## src/rtl/fdc_sd_image_server.sv

```systemverilog
// fdc_sd_image_server: answers the FDC's 512-byte SD block requests from a
// byte-wide disk-image memory, one image window per drive.
// Optional build macro FDC_SD_WRITE_EN: when defined, write requests copy the
// FDC sector buffer into the image. When undefined, writes run the full
// handshake but never touch memory, and report err (read-only image).
module fdc_sd_image_server #(
    parameter int unsigned       ADDR_W     = 20,
    parameter logic [ADDR_W-1:0] DRV0_BASE  = ADDR_W'(20'h00000),
    parameter logic [ADDR_W-1:0] DRV1_BASE  = ADDR_W'(20'h80000),
    parameter int unsigned       IMG_BLOCKS = 1024
) (
    input  logic              wb_clk_i,
    input  logic              wb_rst_i,
    input  logic [31:0]       sd_lba,
    input  logic [1:0]        sd_rd,
    input  logic [1:0]        sd_wr,
    output logic              sd_ack,
    output logic [8:0]        sd_buff_addr,
    output logic [7:0]        sd_buff_dout,
    output logic              sd_buff_wr,
    input  logic [7:0]        sd_buff_din,
    output logic [ADDR_W-1:0] mem_addr,
    output logic              mem_rd,
    output logic              mem_wr,
    output logic [7:0]        mem_wdata,
    input  logic [7:0]        mem_rdata,
    input  logic              mem_ready,
    output logic              busy,
    output logic              err
);

    typedef enum logic [2:0] {
        IDLE, ACK, RD_REQ, RD_PUT, WR_ADDR, WR_CAP, WR_MEM, DONE
    } state_t;

    state_t      state_reg;
    logic [8:0]  idx_reg;
    logic [31:0] lba_reg;
    logic        drive_reg;
    logic        is_wr_reg;
    logic        oor_reg;

    logic [31:0]       img_blocks_c;
    logic              oor_now;
    logic [ADDR_W-1:0] base_sel;
    logic [ADDR_W-1:0] lba_off;
    logic [ADDR_W-1:0] idx_ext;

    assign img_blocks_c = 32'(IMG_BLOCKS);
    assign oor_now      = (lba_reg >= img_blocks_c);

    // Byte address only depends on registers that change while no memory
    // request is outstanding, so it is stable for the whole request.
    assign base_sel = drive_reg ? DRV1_BASE : DRV0_BASE;
    assign lba_off  = {lba_reg[ADDR_W-10:0], 9'b0};
    assign idx_ext  = {{(ADDR_W-9){1'b0}}, idx_reg};
    assign mem_addr = base_sel + lba_off + idx_ext;

    assign sd_buff_addr = idx_reg;
    assign busy         = (state_reg != IDLE);

    // Request/transfer sequencer with registered handshake and data outputs.
    always_ff @(posedge wb_clk_i or posedge wb_rst_i) begin
        if (wb_rst_i) begin
            state_reg    <= IDLE;
            idx_reg      <= '0;
            lba_reg      <= '0;
            drive_reg    <= 1'b0;
            is_wr_reg    <= 1'b0;
            oor_reg      <= 1'b0;
            sd_ack       <= 1'b0;
            sd_buff_dout <= '0;
            sd_buff_wr   <= 1'b0;
            mem_rd       <= 1'b0;
            mem_wr       <= 1'b0;
            mem_wdata    <= '0;
            err          <= 1'b0;
        end else begin
            case (state_reg)
                IDLE: begin
                    if ((|sd_rd) || (|sd_wr)) begin
                        lba_reg <= sd_lba;
                        idx_reg <= '0;
                        // Reads beat writes, drive 0 beats drive 1.
                        if (sd_rd[0]) begin
                            drive_reg <= 1'b0;
                            is_wr_reg <= 1'b0;
                        end else if (sd_rd[1]) begin
                            drive_reg <= 1'b1;
                            is_wr_reg <= 1'b0;
                        end else if (sd_wr[0]) begin
                            drive_reg <= 1'b0;
                            is_wr_reg <= 1'b1;
                        end else begin
                            drive_reg <= 1'b1;
                            is_wr_reg <= 1'b1;
                        end
                        state_reg <= ACK;
                    end
                end
                ACK: begin
                    sd_ack  <= 1'b1;
                    oor_reg <= oor_now;
                    if (is_wr_reg) begin
                        state_reg <= WR_ADDR;
                    end else begin
                        // Out-of-range reads never issue a memory request.
                        mem_rd    <= !oor_now;
                        state_reg <= RD_REQ;
                    end
                end
                RD_REQ: begin
                    if (oor_reg) begin
                        sd_buff_dout <= 8'h00;
                        sd_buff_wr   <= 1'b1;
                        state_reg    <= RD_PUT;
                    end else if (mem_ready) begin
                        mem_rd       <= 1'b0;
                        sd_buff_dout <= mem_rdata;
                        sd_buff_wr   <= 1'b1;
                        state_reg    <= RD_PUT;
                    end
                end
                RD_PUT: begin
                    sd_buff_wr <= 1'b0;
                    if (idx_reg == 9'd511) begin
                        err       <= oor_reg;
                        state_reg <= DONE;
                    end else begin
                        idx_reg   <= idx_reg + 9'd1;
                        mem_rd    <= !oor_reg;
                        state_reg <= RD_REQ;
                    end
                end
                WR_ADDR: begin
                    // sd_buff_addr is presented this cycle; data arrives next.
                    state_reg <= WR_CAP;
                end
                WR_CAP: begin
                    mem_wdata <= sd_buff_din;
`ifdef FDC_SD_WRITE_EN
                    mem_wr    <= !oor_reg;
                    state_reg <= WR_MEM;
`else
                    if (idx_reg == 9'd511) begin
                        err       <= 1'b1;
                        state_reg <= DONE;
                    end else begin
                        idx_reg   <= idx_reg + 9'd1;
                        state_reg <= WR_ADDR;
                    end
`endif
                end
`ifdef FDC_SD_WRITE_EN
                WR_MEM: begin
                    if (oor_reg || mem_ready) begin
                        mem_wr <= 1'b0;
                        if (idx_reg == 9'd511) begin
                            err       <= oor_reg;
                            state_reg <= DONE;
                        end else begin
                            idx_reg   <= idx_reg + 9'd1;
                            state_reg <= WR_ADDR;
                        end
                    end
                end
`endif
                DONE: begin
                    sd_ack    <= 1'b0;
                    err       <= 1'b0;
                    state_reg <= IDLE;
                end
                default: begin
                    state_reg <= IDLE;
                end
            endcase
        end
    end

endmodule

```

## config.mk

```make
export PLATFORM = sky130hd
export DESIGN_NAME = fdc_sd_image_server
export DESIGN_NICKNAME = d
export VERILOG_FILES = /design/src/rtl/fdc_sd_image_server.sv
export SDC_FILE = /design/constraint.sdc
export NUM_CORES = 1
export LEC_CHECK = 0
export CORE_UTILIZATION = 50
export CTS_BUF_LIST = sky130_fd_sc_hd__clkbuf_4 sky130_fd_sc_hd__clkbuf_8
export DETAILED_ROUTE_END_ITERATION = 8
export PLACE_DENSITY = 0.85
export SLEW_MARGIN = 5
export SYNTH_ARGS = -nofsm -noshare
export SYNTH_HDL_FRONTEND = slang
export SYNTH_SLANG_ARGS = --single-unit
```

## constraint.sdc

```tcl
create_clock -name wb_clk_i -period 5 [get_ports wb_clk_i]
set_clock_uncertainty 0.05 [all_clocks]
set_input_delay 1 -clock wb_clk_i [delete_from_list [all_inputs] [get_ports wb_clk_i]]
set_output_delay 1 -clock wb_clk_i [all_outputs]
set_load 0.05 [all_outputs]
```

## Word level (Yosys, flattened, before mapping)

Index checks and enable logic that the tools add are counted.

| word-level totals | value |
|---|---|
| memory bits (read-only) | 0 |
| output and inout bits | 51 |
| bits in latches | 0 |
| word-level logic and storage cells | 83 |
| memories | 0 |
| flip-flop bits (word level) | 67 |
| memory bits (writable) | 0 |
| input port bits | 55 |

| cells by class | value |
|---|---|
| mux-type cells | 30 |
| shift-type cells | 0 |
| divide/modulo/power cells | 0 |
| equality and inequality tests | 16 |
| $mul | 0 |
| reduce and logical (&&, ||, !) cells | 21 |
| bitwise operators | 0 |
| add/subtract/negate cells | 3 |
| order comparisons | 1 |

Operator list:

| kind | number |
|---|---|
| greater-or-equal comparator 32 x 11 -> 1 bit, second input constant | 1 |
| adder 20 bit | 1 |
| adder 20 x 9 -> 20 bit | 1 |
| 2-to-1 mux 20 bit | 1 |
| 2-to-1 mux 9 bit | 2 |
| one-hot mux 3 bit (6 select lines) | 1 |
| one-hot mux 9 bit (2 select lines) | 1 |
| 2-to-1 mux 8 bit | 2 |
| != test 2 bit, second input constant | 8 |
| 2-to-1 mux 3 bit | 5 |
| 2-to-1 mux 1 bit | 13 |
| adder 9 x 1 -> 9 bit, second input constant | 1 |
| equality test 3 bit, second input constant | 3 |
| equality test 9 bit, second input constant | 1 |
| nonzero test 3 bit | 3 |
| AND reduction 2 bit | 4 |
| nonzero test 2 bit | 4 |
| equality test 3 x 2 -> 1 bit, second input constant | 2 |
| one-hot mux 1 bit (3 select lines) | 2 |
| AND reduction 3 bit | 2 |
| OR reduction 2 bit | 3 |
| AND reduction 5 bit | 1 |
| one-hot mux 1 bit (2 select lines) | 2 |
| equality test 3 x 1 -> 1 bit, second input constant | 1 |
| 5 further kinds | 6 |

## Logic depth before layout (Yosys ltp)

| depth | value |
|---|---|
| word-level depth | 4 |
| depth in mapped cells | 10 |

## Worst setup path after synthesis

Ideal clock, no wire load.

| timing path | value |
|---|---|
| kind | register -> register |
| from | register idx_reg[0] (netlist: sd_buff_addr[0]) |
| to | register idx_reg[4] (netlist: sd_buff_addr[4]) |
| setup time | 0.096 ns |
| path slack | 2.331 ns |
| period minus slack after synthesis | 2.669 ns |
| cell stages (with the launch flop) | 11 |
| data required time | 4.854 ns |
| buffers on the path | 1 |
| arrival | 2.522 ns |
| cell sequence | dfrtp_1 > ha_1 > nand3_1 > or2_2 > nor2_1 > ha_1 > clkbuf_1 > nor2b_1 > a22oi_1 > o21ai_0 > o31ai_1 |

| between the ends | value |
|---|---|
| word-level cells in the longest chain between the ends | 3 |
| elaborated cells on any way between the ends | 6 |

Ends and longest elaborated chain:

| element | RTL line | source |
|---|---|---|
| start: declaration | 37 | `logic [8:0] idx_reg;` |
| start signal: assignment | 130 | `idx_reg <= idx_reg + 9'd1;` |
| start signal: assignment | 149 | `idx_reg <= idx_reg + 9'd1;` |
| adder 9 x 1 -> 9 bit / equality test 9 bit (equally long branches) | -- |  |
| 2-to-1 mux 9 bit / != test 2 bit (equally long branches) | -- |  |
| one-hot mux 9 bit (2 select lines) / AND reduction 3 bit (equally long branches) | -- |  |

Several ways; a longest one is shown, not always the timed one. The select of a mux whose other input is x is not followed.
A chain may end at the register's enable or synchronous reset.

## Final worst setup path

| timing path | value |
|---|---|
| from | register state_reg[0] |
| to | output busy |

| between the ends | value |
|---|---|
| word-level cells in the longest chain between the ends | 1 |

Ends and longest elaborated chain:

| element | RTL line | source |
|---|---|---|
| start: declaration | 36 | `state_t state_reg;` |
| start signal: assignment | 65 | `state_reg <= IDLE;` |
| start signal: assignment | 98 | `state_reg <= ACK;` |
| start signal: assignment | 105 | `state_reg <= WR_ADDR;` |
| nonzero test 3 bit | 60 | `assign busy = (state_reg != IDLE);` |
| end: declaration | 28 | `output logic busy,` |

No other way between the ends.

==> run metrics <==
Max Buffers Root-to-Sink=2; DP Area=3960 sq um; Setup Slack @ Placement=2.10 ns; Pleak=1.98 nW; Post-Synthesis Cell Area=3020 sq um; height of the die=79.7 um; slew margin rel.=0.367; met3 track demand over resource=0.0457; cell area after layout=4190 sq um; maximum number of pins on one net before global-route repair=49; result of the run=finished clean; element type at the critical path end=primary output; sequential element share of the synthesized area=0.556; met1 layer usage reported by global route=0.277; antenna diode instance count=0; starting density of the core=0.532; worst-margin pin slew=0.948 ns; final setup violating endpoints=0; CTS-repair resized insts=0; Hold Slack=0.419 ns; min setup slack post-route=1.75 ns; number of flops mapped to enable cells by yosys=0; post-detailed-route via-to-cell ratio=5.12; DRC violation total after the first TritonRoute iteration=142; Pwr Density=501 nW/um^2; Overall Global Routing Usage=0.221; Die Footprint=6350 sq um; most frequently used cell type in the post-synthesis netlist=nand2_1; CP Launch Type=register; Post CTS Setup Buffer Count=0; number of maximum-capacitance violations=0; Synth top cells by count=112 x nand2_1, 67 x dfrtp_1, 20 x buf_4, 10 x a22o_1, 9 x mux2_2; share of layout cells above drive strength 1=0.0819; Total Routed Length=6.50 mm; FF+latch count, synth=67; Post-Syn Area per Cell=9.64 sq um; number of nets in the synthesized netlist=370; global-route wire length before repair=10.6 mm; final critical-path share of the clock period=0.651; maximum VDD drop=417 uV; wire per inst=13.7 um; number of flip-flops under the largest register name=32; CTS sink cnt=67; final estimated routing congestion in global placement=0.840; number of global-route vias before repair=2400; Synth warnings=1; number of nets at the end of the flow=455; top-area cell type share of the netlist area=0.556; post-layout minimum cycle time=3.25 ns; largest cells by area after synthesis=dfrtp_1 56%, nand2_1 14%, buf_4 5.0%; total number of H-tree levels=3; drt pass-1 iters=4; layer with the highest usage=met2; critical path start-end classification=register to primary output; I/O Buffers=104; number of routed nets with antenna violations=0; HPWL Detailed=4.69 mm; Area growth syn-to-layout=38.8%; met2 demand-to-capacity share in global routing=0.367; dominant cell type by area after synthesis=dfrtp_1; CTS root buffer=clkbuf_8; TritonCTS clock tree=built; Via Count=2431; clock network latency to the later pin of the worst-skew pair=0.33 ns; setup repair after global routing missed its margin=false; core outline area=5680 sq um; I/O pin total=106; Setup Total Neg Slack=0 ns; Horiz. Die Dim=79.7 um; peak clock frequency supported by timing=307 MHz; standard-cell rows=27; Worst Path Arrival=2.20 ns; number of antenna violations at the first check in global routing=0; Pins Over Slew Limit=0; number of library cell types mapped by synthesis=36; critical path required time=3.95 ns; clock slew seen by the registers of the worst setup and hold paths=0.07 ns; Inserted Clock Buffers=9; class of the most critical hold timing path=register to register; critical-path maximum fanout=18; total gr overflow=0; predominant post-synthesis flop cell=dfrtp_1; ys async rst share=1.00; Fin. Hold Viols=0; residual DRC count=0; fill count=411; cts-stage hold buffer count=0; cell count after synthesis=313
==> worst max-delay path: stages, from the launching register on <==
cell             delay [ns]
dfrtp_1                0.57
nor3_1                 0.50
inv_1                  0.08
clkdlybuf4s50_1        0.73
==> layer usage <==
layer	share of wire	routed length, um
met5	0	0
met3	0.055	356
met1	0.44	2890
met4	0.013	87
met2	0.49	3170
==> cell usage in the layout, fill, tap and decap left out, types with 4 or more instances in the layout <==
master	netlist	final
o21ai_0	8	8
nand2_1	112	112
a21oi_1	5	5
mux2_2	9	9
nor4_1	4	4
o31ai_1	4	4
a22o_1	10	10
clkdlybuf4s50_1	0	104
nand3_1	5	5
nor2b_1	5	5
nor2_1	8	8
clkbuf_8	0	10
and3_1	4	4
dfrtp_1	67	67
==> kinds of logic (layout without fill, tap and decap cells) <==
family	count (synthesis)	in the layout	share of synthesized area
other cells	1	1	0.00124
simple gates	154	154	0.221
fa+ha+maj	2	2	0.00829
xor+xnor	4	4	0.0141
flops	67	67	0.556
compound gates	39	39	0.0920
mux	9	9	0.0336
buf+inv	37	127	0.0742
==> cell type report <==
class / instances / area (sq um) / area share
inverters: 4 / 15.0 / 0.00358
flip-flops and latches: 67 / 1680 / 0.400
clock buffers: 10 / 138 / 0.0329
well taps: 72 / 90.1 / 0.0215
repair buffers: 107 / 1060 / 0.254
clock inverters: 6 / 88.8 / 0.0212
multi-input cells: 209 / 1120 / 0.267
==> where the power goes <==
part / leakage (nW) / internal (mW) / switching, mW
registers: 0.865 / 0.644 / 0.0985
logic: 1.00 / 0.316 / 0.547
clock network: 0.108 / 0.294 / 0.198
total: 1.98 / 1.25 / 0.843
==> worst paths after layout <==
path | startpoint | to | slack [ns] | cells after the start
max in group asynchronous | wb_rst_i | oor_reg | 2.90 | 3
min in group asynchronous | wb_rst_i | sd_buff_dout[1] | 1.18 | 2
hold / removal | lba_reg[25] | lba_reg[25] | 0.42 | 2
setup reg to reg | sd_buff_addr[1] | sd_buff_addr[4] | 2.44 | 9
hold reg to reg | lba_reg[25] | lba_reg[25] | 0.42 | 2
setup / recovery | state_reg[0] | busy | 1.75 | 3
==> metrics by stage <==
| stage | power, mW | instances | utilization |
|---|---|---|---|
| after floorplan | 1.35 | 313 | - |
| after detailed placement | 1.61 | 459 | 0.698 |
| after global routing | 2.20 | 475 | 0.738 |
| final | 2.10 | 475 | 0.738 |
| after CTS | 2.11 | 475 | 0.738 |
| after global placement | 1.59 | 459 | 0.698 |
Note: power is estimated with default switching activity, not from simulation.
